## src/rtl/addsub_nibble_seq_pkg.sv

```systemverilog
// Shared constants for the nibble-serial add/subtract controller.
package addsub_nibble_seq_pkg;

  localparam int unsigned SliceW = 4;

  typedef enum logic [1:0] {
    StIdle = 2'd0,
    StRun  = 2'd1,
    StDone = 2'd2
  } state_e;

endpackage

```

## src/rtl/addsub_nibble_seq_slice4.sv

```systemverilog
// 4-bit ripple add/subtract slice; B is inverted by sel, the +1 arrives through cin.
module addsub_slice4
  import addsub_nibble_seq_pkg::*;
(
  input  logic [SliceW-1:0] a4,
  input  logic [SliceW-1:0] b4,
  input  logic              sel,
  input  logic              cin,
  output logic [SliceW-1:0] s4,
  output logic              cout,
  output logic              v
);

  logic [SliceW-1:0] bx;
  logic [SliceW-1:0] low;
  logic              c3;

  always_comb begin
    bx   = b4 ^ {SliceW{sel}};
    low  = {1'b0, a4[2:0]} + {1'b0, bx[2:0]} + {3'b000, cin};
    c3   = low[3];
    s4   = {a4[3] ^ bx[3] ^ c3, low[2:0]};
    cout = (a4[3] & bx[3]) | (c3 & (a4[3] ^ bx[3]));
    // Overflow: carry into the MSB disagrees with carry out of it.
    v    = c3 ^ cout;
  end

endmodule

```

## src/rtl/addsub_nibble_seq.sv

```systemverilog
// W-bit add/subtract computed LSB nibble first over NIBBLES cycles with one shared 4-bit slice.
module addsub_nibble_seq
  import addsub_nibble_seq_pkg::*;
#(
  parameter int unsigned NIBBLES = 4
) (
  input  logic                      clk,
  input  logic                      rst_n,
  input  logic                      start,
  input  logic                      sel,
  input  logic [SliceW*NIBBLES-1:0] a,
  input  logic [SliceW*NIBBLES-1:0] b,
  output logic                      busy,
  output logic                      done,
  output logic [SliceW*NIBBLES-1:0] s,
  output logic                      cout,
  output logic                      v
);

  localparam int unsigned W    = SliceW * NIBBLES;
  localparam int unsigned IdxW = (NIBBLES > 1) ? $clog2(NIBBLES) : 1;
  localparam logic [IdxW-1:0] LastIdx = IdxW'(NIBBLES - 1);

  state_e          state_q, state_d;
  logic [IdxW-1:0] idx_q, idx_d;
  logic            carry_q, carry_d;
  logic            sel_q, sel_d;
  logic [W-1:0]    a_q, a_d;
  logic [W-1:0]    b_q, b_d;
  logic [W-1:0]    s_q, s_d;
  logic            cout_q, cout_d;
  logic            v_q, v_d;

  int unsigned       nib_lo;
  logic [SliceW-1:0] sl_a, sl_b, sl_s;
  logic              sl_cout, sl_v;

  always_comb begin
    nib_lo = 32'(idx_q) * SliceW;
    sl_a   = a_q[nib_lo +: SliceW];
    sl_b   = b_q[nib_lo +: SliceW];
  end

  addsub_slice4 u_slice (
    .a4   (sl_a),
    .b4   (sl_b),
    .sel  (sel_q),
    .cin  (carry_q),
    .s4   (sl_s),
    .cout (sl_cout),
    .v    (sl_v)
  );

  always_comb begin
    state_d = state_q;
    idx_d   = idx_q;
    carry_d = carry_q;
    sel_d   = sel_q;
    a_d     = a_q;
    b_d     = b_q;
    s_d     = s_q;
    cout_d  = cout_q;
    v_d     = v_q;
    unique case (state_q)
      StIdle: begin
        if (start) begin
          a_d     = a;
          b_d     = b;
          sel_d   = sel;
          idx_d   = '0;
          carry_d = sel;  // two's-complement +1 enters once, at nibble 0
          state_d = StRun;
        end
      end
      StRun: begin
        s_d[nib_lo +: SliceW] = sl_s;
        carry_d = sl_cout;
        if (idx_q == LastIdx) begin
          cout_d  = sl_cout;
          v_d     = sl_v;
          state_d = StDone;
        end else begin
          idx_d = idx_q + 1'b1;
        end
      end
      StDone:  state_d = StIdle;
      default: state_d = StIdle;
    endcase
  end

  always_ff @(posedge clk or negedge rst_n) begin
    if (!rst_n) begin
      state_q <= StIdle;
      idx_q   <= '0;
      carry_q <= 1'b0;
      sel_q   <= 1'b0;
      a_q     <= '0;
      b_q     <= '0;
      s_q     <= '0;
      cout_q  <= 1'b0;
      v_q     <= 1'b0;
    end else begin
      state_q <= state_d;
      idx_q   <= idx_d;
      carry_q <= carry_d;
      sel_q   <= sel_d;
      a_q     <= a_d;
      b_q     <= b_d;
      s_q     <= s_d;
      cout_q  <= cout_d;
      v_q     <= v_d;
    end
  end

  assign busy = (state_q == StRun);
  assign done = (state_q == StDone);
  assign s    = s_q;
  assign cout = cout_q;
  assign v    = v_q;

endmodule

```

## config.mk

```make
export PLATFORM = sky130hd
export DESIGN_NAME = addsub_nibble_seq
export DESIGN_NICKNAME = d
export VERILOG_FILES = /design/src/rtl/addsub_nibble_seq_pkg.sv /design/src/rtl/addsub_nibble_seq_slice4.sv /design/src/rtl/addsub_nibble_seq.sv
export SDC_FILE = /design/constraint.sdc
export NUM_CORES = 1
export LEC_CHECK = 0
export CORE_AREA = 2 2 81 83
export DETAILED_ROUTE_END_ITERATION = 10
export DIE_AREA = 0 0 83 85
export PLACE_DENSITY = 0.7
export SETUP_SLACK_MARGIN = 0.5
export SYNTH_ARGS = -nofsm -noshare
export SYNTH_HDL_FRONTEND = slang
export SYNTH_SLANG_ARGS = --single-unit
```

## constraint.sdc

```tcl
create_clock -name clk -period 2.4 [get_ports clk]
set_input_delay 0.24 -clock clk [delete_from_list [all_inputs] [get_ports clk]]
set_output_delay 0.24 -clock clk [all_outputs]
set_load 0.05 [all_outputs]
```

==> metrics.md <==
| Metric | Value |
|---|---|
| CORE AREA | `0.006205 mm^2` |
| Final std cells w/o fill | `351` |
| Dpl hpwl | `3947 um` |
| R2r endpoint | `s[14]` |
| Initial DRC Count | `108` |
| Worst-margin pin slew | `~630 ps` |
| Die X | `83 um` |
| Chip height | `85 um` |
| Diode count | `0` |
| Synthesis Warnings | `0` |
| Remaining global-route overflow | `0` |
| Seq cells post-synth | `56` |
| Crit Reg-Reg Startpoint | `idx_q[0]` |
| Arrival time worst endpoint | `approximately 2800 ps` |
| Via/cell ratio | `roughly 5.1` |
| Min Tclk post-route | `2601 ps` |
| Max-cap check violation count | `0` |
| Synth unique cells | `38` |
| Multi-input gate area | `0.001249 mm^2` |
| Initial DRT Pass Iterations | `4` |
| Clock latency at the later pin of the worst-skew pair | `300 ps` |
| H-tree depth | `2` |
| Outcome | `finished, violations left` |
| First-pass GRT wire length | `about 8700 um` |
| Share of cells above drive strength 1 | `32.85%` |
| R2R cell count | `9` |
| Hold Worst Slack | `477.5 ps` |
| Finished Core Util | `approximately three fifths` |
| Clock buffer depth | `2` |
| Initial antenna violation count | `0` |
| Relative slew slack | `58.33%` |
| FP Rows | `29` |
| Initial Util | `43.30%` |
| Filler Cells Inserted | `513` |
| Seq/Total Area, Yosys | `52.17%` |
| CP max FO | `4` |
| # setup viols final | `16` |
| Pre-CTS WS | `-355.7 ps` |
| Drc violations | `0` |
| CTS tree | `yes` |
| Reg area | `0.001403 mm^2` |
| Clock Pin Slew Worst Setup and Hold Paths | `90 ps` |
| Synthesized area | `0.002686 mm^2` |
| # nets final | `321` |
| F_max | `384.5 MHz` |
| Final Max Tran Viols | `0` |
| Gate Count Post-Synth | `200` |
| Hold WC Path Type | `in -> async` |
| Reg-to-reg setup timing slack | `-200 ps` |
| Setup repair after global routing missed its margin | `yes` |
| DR vias | `between 1500 and 2000` |
| Final WS setup | `-200.7 ps` |
| Final ANT Viol Nets | `0` |
| Worst clock skew | `8.962 ps` |
| Syn-to-layout area delta | `34.84%` |
| Tot GR Track Use | `15.17%` |
| IO Port Bufs | `55` |
| Critical path launch point | `idx_q[0]` |
| Final period utilization | `108.4%` |
| Vias in the first global route | `1784` |
| Mapped Nets | `247` |
| CP endpoint kind | `flop` |
| Failing checks | `setup timing` |
| Setup crit end | `s[14]` |
| WL per Instance | `14.66 um` |
| I/O Pins | `56` |
| Most common cell after layout, fill and taps aside | `dfrtp_1` |
| Critical Path RT | `2630 ps` |
| Placed Cells incl. Taps | `336` |
| TritonCTS buffer count | `5` |
| Total Wirelength | `~5100 um` |
| Root buffer selected by CTS | `clkbuf_8` |
| Most frequent cells in the layout | `55 x dfrtp_1, 52 x clkdlybuf4s50_1, 34 x mux2_2` |
| Final Hold Fails | `0` |
| Setup Crit Path Kind | `reg -> reg` |
| Startpoint Class | `flop` |
| GP Congestion | `0.8371` |
| Largest net degree at the start of global routing | `36` |
| # clock sinks | `56` |
| Synth Area per Inst | `between 10 and 15 um^2` |
| Die Footprint | `between 0.007 and 0.008 mm^2` |
[Yosys cell counts]
cell	n	area share [%]
buf_2	2	0.37
xor2_1	3	0.98
ha_1	8	3.7
nor2_1	4	0.56
a22o_1	1	0.33
o31ai_1	3	0.84
nand4_1	1	0.23
inv_1	10	1.4
nand2_1	20	2.8
nand3b_4	1	0.75
dfrtp_1	56	52
o21ai_1	4	0.75
nand4b_1	1	0.33
mux4_2	8	6.7
fa_1	3	2.2
mux2_2	34	14
a21oi_1	1	0.19
buf_6	3	1.3
nand3b_1	6	1.7
nand3_1	2	0.37
a211o_1	1	0.33
nor2b_1	1	0.23
nor3b_1	1	0.28
xnor2_1	2	0.65
buf_4	2	0.56
buf_8	1	0.56
or3_1	1	0.23
and2_1	1	0.23
clkbuf_1	1	0.14
and2b_1	1	0.28
nor3b_4	1	0.70
nand2b_1	1	0.23
o41ai_1	2	0.65
or2_2	1	0.23
mux2i_1	1	0.37
or4_4	1	0.42
or3b_2	1	0.33
o21ai_0	9	1.7
[layer usage]
metal | global-route usage, % | wire [um] | vias to the layer above
met3 | 2.724 | 204 | 4
li1 | - | - | 853
met1 | 20.67 | 2324 | 890
met2 | 25.29 | 2586 | 44
met4 | 4.173 | 31 | 0
met5 | 0 | 0 | -
[worst min path at each step]
stage | startpoint | end | cells past startpoint
final | rst_n | s[14] | 2
after global routing | s[12] | s[12] | 2
after CTS | s[8] | s[8] | 2
after detailed placement | rst_n | s[14] | 1
after global placement | rst_n | s[14] | 1
after floorplan | rst_n | a_q[0] | 0
[state kept, by name, summed over array words and instances (netlist names)]
signal,count
cout,1
sel_q,1
carry_q,1
idx_q,2
v,1
a_q,16
b_q,16
state_q,2
s,16
[kinds of logic (layout without fill, tap and decap cells)]
kind of cell,Yosys count,in the layout,synth area share [%]
adders and majority gates,11,11,5.962
muxes,43,43,21.33
DFF,56,56,52.17
and+or+nand+nor,45,45,9.875
AOI/OAI and AO/OA,21,21,4.751
xor gates and xnor gates,5,5,1.630
buffers and inverters,19,93,4.285
[worst max-delay path, stage by stage (launching register included)]
cell	delay [ps]
dfrtp_2	450
mux4_2	550
xnor2_2	160
fa_2	340
buf_4	140
fa_2	330
xor2_1	160
buf_4	160
buf_4	130
o21ai_1	100
[timing repair]
item                       4_1_cts  5_1_grt
gates resized for setup         12       20
setup buffers                    1        6
pin swaps                        0        7
hold endpoints to repair        27        0
setup endpoints to repair       21       19
hold buffers                     1        0
[through the flow]
step           TNS (ps)  instance area [um^2]
2_1_floorplan     -1208                  2693
3_3_place_gp      -1853                  3376
3_5_place_dp      -2948                  3376
4_1_cts           -1893                  3493
5_1_grt           -3747                  3622
6_report          -1959                  3622
[cell type report]
cell class | instances | share of cell area (%)
inverters | 10 | 1.036
flip-flops and latches | 56 | 38.72
clock inverters | 1 | 0.1382
repair buffers | 76 | 20.97
well taps | 77 | 2.660
clock buffers | 6 | 2.003
multi-input cells | 125 | 34.47
Power is left out: the tool's default activity adds up to more than one toggle a clock period on the data nets, which glitch-free logic cannot reach.
